===== src/rtl/cavlc_level_encode.sv =====
// rtl/cavlc_level_encode.sv - CAVLC trailing-ones/level codeword encoder with 16-bit MSB-first word packer
`timescale 1ns/1ps
module cavlc_level_encode #(
    parameter int WORD_W  = 16,
    parameter int LEVEL_W = 13
) (
    input  logic               Clk,
    input  logic               nReset,
    input  logic               Start,
    input  logic [4:0]         TotalCoeff,
    input  logic [1:0]         TrailingOnes,
    input  logic [LEVEL_W-1:0] LevelIn,
    input  logic               LevelValid,
    output logic               LevelReady,
    input  logic               Flush,
    output logic [WORD_W-1:0]  WordOut,
    output logic               WrReq,
    input  logic               FifoFull,
    output logic               BlockDone,
    output logic               LevelErr,
    output logic               Busy
);

    typedef enum logic [1:0] {S_IDLE, S_ENCODE, S_FLUSH} state_t;

    state_t      state_q, state_d;
    logic [43:0] acc_q, acc_d;
    logic [5:0]  bit_cnt_q, bit_cnt_d;
    logic [2:0]  sl_q, sl_d;
    logic [4:0]  idx_q, idx_d;
    logic [4:0]  total_q, total_d;
    logic [1:0]  t1_q, t1_d;
    logic        done_q, done_d;
    logic        err_q, err_d;

    logic        lvl_neg;
    logic [13:0] lvl_abs;
    logic [14:0] lvl_code_raw;
    logic [14:0] lvl_code;
    logic        is_t1;
    logic        first_adj;
    logic [14:0] esc_base;
    logic [14:0] esc_sub;
    logic [3:0]  prefix;
    logic [11:0] suf;
    logic [3:0]  suf_len;
    logic        clamp;
    logic [27:0] cw_val;
    logic [4:0]  cw_len;
    logic [5:0]  app_shift;
    logic [2:0]  sl_base;
    logic [13:0] sl_thr;
    logic [2:0]  sl_next;
    logic        level_acc;

    assign lvl_neg      = LevelIn[LEVEL_W-1];
    assign lvl_abs      = lvl_neg ? (~{LevelIn[LEVEL_W-1], LevelIn} + 14'd1) : {LevelIn[LEVEL_W-1], LevelIn};
    assign lvl_code_raw = lvl_neg ? ({lvl_abs, 1'b0} - 15'd1) : ({lvl_abs, 1'b0} - 15'd2);
    assign is_t1        = idx_q < {3'b000, t1_q};
    // The first non-trailing-one level cannot be +/-1 unless three trailing ones were coded.
    assign first_adj    = (idx_q == {3'b000, t1_q}) && (t1_q != 2'd3);
    assign lvl_code     = first_adj ? (lvl_code_raw - 15'd2) : lvl_code_raw;
    assign esc_base     = (sl_q == 3'd0) ? 15'd30 : (15'd15 << sl_q);
    assign esc_sub      = lvl_code - esc_base;

    always_comb begin
        prefix  = 4'd0;
        suf     = 12'd0;
        suf_len = 4'd0;
        clamp   = 1'b0;
        if (sl_q == 3'd0 && lvl_code < 15'd14) begin
            prefix = lvl_code[3:0];
        end else if (sl_q == 3'd0 && lvl_code < 15'd30) begin
            prefix  = 4'd14;
            suf     = 12'(lvl_code - 15'd14);
            suf_len = 4'd4;
        end else if (sl_q != 3'd0 && lvl_code < esc_base) begin
            prefix  = 4'(lvl_code >> sl_q);
            suf     = 12'(lvl_code & ~(15'h7FFF << sl_q));
            suf_len = {1'b0, sl_q};
        end else begin
            prefix  = 4'd15;
            suf_len = 4'd12;
            if (esc_sub > 15'd4095) begin
                clamp = 1'b1;
                suf   = 12'hFFF;
            end else begin
                suf = esc_sub[11:0];
            end
        end
    end

    always_comb begin
        cw_val = 28'd0;
        cw_len = 5'd0;
        if (is_t1) begin
            cw_val = {27'd0, lvl_neg};
            cw_len = 5'd1;
        end else begin
            cw_val = {16'd0, suf} | (28'd1 << suf_len);
            cw_len = {1'b0, prefix} + 5'd1 + {1'b0, suf_len};
        end
    end

    // Leading prefix zeros are implicit: the codeword is right-aligned and placed so its end lands at BitCount+len.
    assign app_shift = 6'd44 - bit_cnt_q - {1'b0, cw_len};

    assign sl_base = (sl_q == 3'd0) ? 3'd1 : sl_q;
    assign sl_thr  = 14'd3 << (sl_base - 3'd1);
    assign sl_next = ((lvl_abs > sl_thr) && (sl_base < 3'd6)) ? sl_base + 3'd1 : sl_base;

    assign LevelReady = (state_q == S_ENCODE) && (bit_cnt_q < 6'd16);
    assign level_acc  = LevelReady && LevelValid;
    assign WrReq      = !FifoFull && ((bit_cnt_q >= 6'd16) || (state_q == S_FLUSH));
    assign WordOut    = WrReq ? acc_q[43:28] : '0;
    assign BlockDone  = done_q;
    assign LevelErr   = err_q;
    assign Busy       = state_q != S_IDLE;

    always_comb begin
        state_d   = state_q;
        acc_d     = acc_q;
        bit_cnt_d = bit_cnt_q;
        sl_d      = sl_q;
        idx_d     = idx_q;
        total_d   = total_q;
        t1_d      = t1_q;
        done_d    = 1'b0;
        err_d     = 1'b0;
        // Bits below BitCount are always zero, so a plain shift also pads the flushed word.
        if (WrReq) begin
            acc_d     = acc_q << 16;
            bit_cnt_d = (bit_cnt_q > 6'd16) ? (bit_cnt_q - 6'd16) : 6'd0;
        end
        case (state_q)
            S_IDLE: begin
                if (Start) begin
                    total_d = TotalCoeff;
                    t1_d    = TrailingOnes;
                    idx_d   = 5'd0;
                    sl_d    = ((TotalCoeff > 5'd10) && (TrailingOnes < 2'd3)) ? 3'd1 : 3'd0;
                    if (TotalCoeff == 5'd0) begin
                        done_d = 1'b1;
                    end else begin
                        state_d = S_ENCODE;
                    end
                end else if (Flush && (bit_cnt_d != 6'd0)) begin
                    state_d = S_FLUSH;
                end
            end
            S_ENCODE: begin
                if (level_acc) begin
                    acc_d     = acc_q | ({16'd0, cw_val} << app_shift);
                    bit_cnt_d = bit_cnt_q + {1'b0, cw_len};
                    idx_d     = idx_q + 5'd1;
                    if (!is_t1) begin
                        sl_d  = sl_next;
                        err_d = clamp;
                    end
                    if (idx_q == total_q - 5'd1) begin
                        state_d = S_IDLE;
                        done_d  = 1'b1;
                    end
                end
            end
            S_FLUSH: begin
                if (WrReq && (bit_cnt_q <= 6'd16)) begin
                    state_d = S_IDLE;
                end
            end
            default: state_d = S_IDLE;
        endcase
    end

    always_ff @(posedge Clk or negedge nReset) begin
        if (!nReset) begin
            state_q   <= S_IDLE;
            acc_q     <= '0;
            bit_cnt_q <= '0;
            sl_q      <= '0;
            idx_q     <= '0;
            total_q   <= '0;
            t1_q      <= '0;
            done_q    <= 1'b0;
            err_q     <= 1'b0;
        end else begin
            state_q   <= state_d;
            acc_q     <= acc_d;
            bit_cnt_q <= bit_cnt_d;
            sl_q      <= sl_d;
            idx_q     <= idx_d;
            total_q   <= total_d;
            t1_q      <= t1_d;
            done_q    <= done_d;
            err_q     <= err_d;
        end
    end

endmodule


===== config.mk =====
export PLATFORM = sky130hd
export DESIGN_NAME = cavlc_level_encode
export DESIGN_NICKNAME = d
export VERILOG_FILES = /design/src/rtl/cavlc_level_encode.sv
export SDC_FILE = /design/constraint.sdc
export NUM_CORES = 1
export LEC_CHECK = 0
export ABC_AREA = 1
export CAP_MARGIN = 5
export CORE_MARGIN = 2
export CORE_UTILIZATION = 44
export CTS_CLUSTER_SIZE = 12
export DETAILED_ROUTE_END_ITERATION = 16
export PLACE_DENSITY = 0.7
export SYNTH_ARGS = -nofsm -noshare
export SYNTH_HDL_FRONTEND = slang
export SYNTH_SLANG_ARGS = --single-unit

===== constraint.sdc =====
create_clock -name Clk -period 8.03 [get_ports Clk]
set_input_delay 1.606 -clock Clk [delete_from_list [all_inputs] [get_ports Clk]]
set_output_delay 1.606 -clock Clk [all_outputs]
set_load 0.02 [all_outputs]

Word-level counts from Yosys, hierarchy flattened
Index checks and enable logic that the tools add are counted.
{"block": "word_totals", "ff_bits": 69, "inputBits": 26, "out_inout_bits": 21, "word_cells": 138}
{"block": "op_classes", "addsub": 16, "magnitude_cmp": 13, "n_eq_ne": 12, "shifts": 6, "n_mux": 53, "bitwise_logic": 5, "n_reduce_logical": 24}
{"cell": "2-to-1 mux 44 bit", "n": 3}
{"cell": "2-to-1 mux 12 bit", "n": 4}
{"cell": "2-to-1 mux 15 bit", "n": 3}
{"cell": "OR 44 bit", "n": 1}
{"cell": "<< shifter 28 x 6 -> 44 bit", "n": 1}
{"cell": "subtractor 15 x 2 -> 15 bit (second input constant)", "n": 2}
{"cell": "2-to-1 mux 28 bit", "n": 1}
{"cell": "OR 12 x 28 -> 28 bit", "n": 1}
{"cell": "<< shifter 1 x 4 -> 28 bit (first input constant)", "n": 1}
{"cell": "2-to-1 mux 4 bit", "n": 6}
{"cell": "2-to-1 mux 6 bit", "n": 4}
{"cell": "2-to-1 mux 16 bit", "n": 1}
{"cell": "> comparator 15 x 12 -> 1 bit (second input constant)", "n": 1}
{"cell": "less-than comparator 15 bit", "n": 1}
{"cell": "less-than comparator 15 x 4 -> 1 bit (second input constant)", "n": 1}
{"cell": "less-than comparator 15 x 5 -> 1 bit (second input constant)", "n": 1}
{"cell": "2-to-1 mux 3 bit", "n": 5}
{"cell": "2-to-1 mux 5 bit", "n": 3}
{"cell": "<< shifter 15 x 3 -> 12 bit (first input constant)", "n": 1}
{"cell": "<< shifter 4 x 3 -> 15 bit (first input constant)", "n": 1}
{"cell": ">> shifter 15 x 3 -> 4 bit", "n": 1}
{"cell": "subtractor 15 x 1 -> 15 bit (second input constant)", "n": 1}
{"cell": "subtractor 15 bit", "n": 1}
{"cell": "adder 14 x 1 -> 14 bit (second input constant)", "n": 1}
{"cell": "other kinds (51)", "n": 83}

Depth between registers and ports, before layout
{"block": "logic_depth", "depth_word": 20, "ltp_mapped": 50, "mapped_depth_nobuf": 50}

Worst setup path before layout
Ideal clock, no wire load.
{"block": "synth_path", "path_type": "input-to-reg", "from": "in LevelIn[0]", "to": "reg acc_q[23]", "setup_ns": 0.082, "arrival_ns": 8.505, "required_time_ns": 7.948, "path_slack_ns": -0.557, "stages": 43, "path_buffers": 2, "cell_sequence": "inv_2 ha_1 nand2_1 nand2_1 inv_1 ha_1 clkbuf_1 ha_1 nand2_1 nor2_2 nand2_1 nand2_1 inv_1 nor2_2 inv_1 ha_1 nand2_1 o21ai_0 [... 7 more ...] nand2_1 a22oi_1 ha_1 inv_1 fa_1 or2_2 nand3_1 inv_1 ha_1 fa_1 o21ai_0 nand2_1 xor2_1 clkinv_1 nor2_1 clkbuf_1 nand4_1 a31oi_1"}
{"block": "synth_via", "elab_chain_len": 20, "elab_cells_between_ends": 40, "classes_between": "add/sub (9); order compare (4); shift (3); mux (17); bitwise (4); reduce/logical (3)"}
{"item": "from (decl)", "line_no": "12", "rtl": "input logic [LEVEL_W-1:0] LevelIn,"}
{"item": "inverter 14 bit", "line_no": "57", "rtl": "assign lvl_abs = lvl_neg ? (~{LevelIn[LEVEL_W-1], LevelIn} + 14'd1) : {LevelIn[LEVEL_W-1], LevelIn};"}
{"item": "adder 14 x 1 -> 14 bit", "line_no": "57"}
{"item": "2-to-1 mux 14 bit (*)", "line_no": "57"}
{"item": "subtractor 15 x 2 -> 15 bit / subtractor 15 x 1 -> 15 bit (equally long branches)", "line_no": "58", "rtl": "assign lvl_code_raw = lvl_neg ? ({lvl_abs, 1'b0} - 15'd1) : ({lvl_abs, 1'b0} - 15'd2);"}
{"item": "2-to-1 mux 15 bit (*)", "line_no": "58"}
{"item": "subtractor 15 x 2 -> 15 bit", "line_no": "62", "rtl": "assign lvl_code = first_adj ? (lvl_code_raw - 15'd2) : lvl_code_raw;"}
{"item": "2-to-1 mux 15 bit (*)", "line_no": "62"}
{"item": "less-than comparator 15 bit", "line_no": "77", "rtl": "end else if (sl_q != 3'd0 && lvl_code < esc_base) begin"}
{"item": "[... 5 more ...]"}
{"item": "adder 5 x 4 -> 5 bit", "line_no": "101", "rtl": "cw_len = {1'b0, prefix} + 5'd1 + {1'b0, suf_len};"}
{"item": "2-to-1 mux 5 bit", "line_no": "96", "rtl": "if (is_t1) begin"}
{"item": "subtractor 6 x 5 -> 6 bit", "line_no": "106", "rtl": "assign app_shift = 6'd44 - bit_cnt_q - {1'b0, cw_len};"}
{"item": "<< shifter 28 x 6 -> 44 bit (*)", "line_no": "153", "rtl": "acc_d = acc_q | ({16'd0, cw_val} << app_shift);"}
{"item": "OR 44 bit (*)", "line_no": "153"}
{"item": "2-to-1 mux 44 bit (*)", "line_no": "152", "rtl": "if (level_acc) begin"}
{"item": "2-to-1 mux 44 bit (*)", "line_no": "135", "rtl": "case (state_q)"}
{"item": "via acc_d[23]", "line_no": "27", "rtl": "logic [43:0] acc_q, acc_d;"}
{"item": "to (signal assigned)", "line_no": "178", "rtl": "acc_q <= '0;"}
{"item": "to (signal assigned)", "line_no": "188", "rtl": "acc_q <= acc_d;"}
{"item": "to (decl)", "line_no": "27"}
The timed path passes the listed nets; every way through them passes the cells marked *.
A chain may end at the register's enable or synchronous reset.

Worst setup path after layout
{"block": "layout_path", "from": "in LevelIn[0]", "to": "reg acc_q[8]"}
Same word-level chain as after synthesis.

==> flow_summary.toml <==
[critical_path]
worst-path-stages = 42
worstSetupPathType = "input port to flip-flop"
required_ns = 8.28
crit-reg2reg-launch = "idx_q[0]"
slowest_delay_ns = 0.51
crit_family = "adder cells"
cp.arrival_ns = 7.88
path_max_fanout = 10
worstRegToRegCells = 44
slowest_stage = "fa_2"
critPathLaunch = "LevelIn[0]"
cp_num_buf_inv = 14
rr_endpoint = "acc_q[8]"
r2r_slack_ns = 1.45
endpoint_kind = "flip-flop"
endpoint = "acc_q[8]"
cp-start-kind = "input port"

[timing]
tightest_slew_ns = 0.896
period_share_pct = 95.0
layout_setup_ws_ns = 0.400
slew_violations = 0
max-slew-margin-rel_pct = 40.2
tns_ns = 0
skew_ns = 0.00471
setup_violations = 0
finalHoldViolCount = 0
whs_ns = 0.496
fmax_mhz = 131
fin_crit_ns = 7.63

[synthesis]
synthFlopType = "dfrtp_1"
synth_cells = 1361
seq_area_frac_synth_pct = 20.8
ys_top_cells_by_area = "dfrtp_1 (21%), nand2_1 (17%), nand3_1 (11%), ha_1 (7.4%), inv_1 (6.8%)"
syn_area_mm2 = 0.00830
yosysWarnings = 0
synth_nets = 1442
netlist.area_leader.share_pct = 20.8
synth-edff-count = 0
ys_ff_latch = 69
synth_cell_types = 60
synth_area_per_cell_um2 = 6.10
async_reset_ff_share_pct = 100
yosysTopAreaCell = "dfrtp_1"

[global_route]
grt_start_max_net_pins = 70
gr-usage-met2_pct = 39.9
grt_usage_pct = 24.7
grt_overflow_total = 0
use_met3_pct = 3.71
grtUsageMet1_pct = 35.0
antenna_found_initial = 0
grt_first_pass_wirelength_um = 41200
globalRoute.busiestLayer = "met2"
grt_pass1_vias = 8717

[finish]
diodes = 0
nFillCells = 1763
syn_to_final_growth_pct = 28.0
layout-drive-gt1-share_pct = 20.1
final_nets = 1602

[worst_hold_path]
hp-class = "flip-flop to flip-flop"

[route]
vias_per_cell = 5.33
drt-total-wl_um = 24500
wl_per_cell_um = 13.9
drtAntennaViolNets = 0
detail_route.first_pass.iterations = 8
vias = 9379
drt_iter0_markers = 901
drcViolationCount = 0

[floorplan]
design.die.area_mm2 = 0.0200
die_w_um = 141
ios = 47
rows = 50
fp.coreArea_mm2 = 0.0186
die_height_um = 141
initial_core_util_pct = 44.7

[clock_network]
numCtsBuffers = 9
cts_buffer_depth = 2
cts_max_level = 3
clock_sinks = 69
clk_latency_ns = 0.34
cts_tree = "yes"
cts-root-buf = "clkbuf_16"
clkTransAtPathRegs_ns = 0.05

[place]
port_buffers = 46
dp_hpwl_um = 18900
gp_congestion = 0.996
pre_cts_slack_ns = -0.501

[flow_run]
cap_violations = 0

[outcome]
status = "completed"
## worst reg2reg max path: cells and delay by family, from the launching register on
family | cells | cell delay, ns
AOI/OAI and AO/OA | 9 | 1.16
buffers and inverters | 13 | 1.17
adders and majority gates | 7 | 1.90
and+or+nand+nor | 14 | 1.65
DFF | 1 | 0.41
xor gates and xnor gates | 1 | 0.20
## sequential cells by signal (all words and copies together) (netlist names)
register   count
BlockDone      1
LevelErr       1
acc_q         44
bit_cnt_q      6
idx_q          5
sl_q           3
state_q        2
t1_q           2
total_q        5
## kinds of logic after synthesis
group | count (synthesis) | synth area share, %
simple gates | 801 | 43.6
buf+inv | 216 | 10.4
compound gates | 197 | 14.0
flops | 69 | 20.8
fa+ha+maj | 55 | 8.83
xor+xnor | 23 | 2.43
## placed cells by master, fill, tap and decap left out, drive strengths merged, types with 5 or more instances in the layout
master,netlist,layout
inv,159,159
o21ai,84,84
o211ai,17,17
clkdlybuf4s50,0,41
buf,13,154
nor3,15,15
dfrtp,69,69
xnor2,12,12
fa,6,6
nor2,154,154
ha,49,49
a21oi,54,54
clkbuf,37,12
xor2,11,11
clkinv,7,8
a211oi,5,5
nand3,191,191
nand4,29,29
nand2,396,396
or2,7,7
a22oi,11,11
## cell type report
cell class	instances	area (um^2)	share of cell area, %
clock inverters	4	72.6	0.683
repair buffers	199	1670	15.7
clock buffers	11	243	2.28
inverters	166	627	5.90
flip-flops and latches	69	1730	16.2
multi-input cells	1076	6000	56.4
well taps	234	293	2.75
## layer usage
metal	up-vias	wire, um
met5	-	0
met4	0	337
met3	28	1420
met2	289	11300
met1	4252	11400
li1	4810	-
## cells in the mapped netlist (11+ instances only)
master    number
xor2_1        11
nor3_1        14
nand3_1      183
nand2_2       27
nor2_2        14
nand4_1       28
inv_1        151
a22oi_1       11
nand2_1      367
a21oi_1       53
o211ai_1      17
dfrtp_1       69
o21ai_1       12
ha_1          49
o21ai_0       71
xnor2_1       12
clkbuf_1      36
nor2_1       133
## metrics by stage
stage	cells	utilization (%)	area [um^2]
2_1_floorplan	1361	-	8350
3_3_place_gp	1733	53.9	10000
3_5_place_dp	1733	53.9	10000
4_1_cts	1751	55.7	10400
5_1_grt	1759	57.2	10600
6_report	1759	57.2	10600
## how the worst min path moves through the flow
stage	start	end	slack, ns	depth (start not counted)
5_1_grt	total_q[4]	total_q[4]	0.53	2
4_1_cts	total_q[4]	total_q[4]	0.50	2
3_5_place_dp	total_q[4]	total_q[4]	0.49	2
6_report	total_q[4]	total_q[4]	0.50	2
2_1_floorplan	total_q[4]	total_q[4]	0.46	2
3_3_place_gp	total_q[4]	total_q[4]	0.48	2
## repair_timing
action	in CTS	in global routing
pin swaps	3	25
endpoints found under the setup margin	39	44
hold buffers	0	0
gates cloned	0	1
setup buffers	3	7
resized for setup	6	61
Power is not shown: default switching activity piles up to over one toggle a cycle in this logic, so the estimate is an artifact.
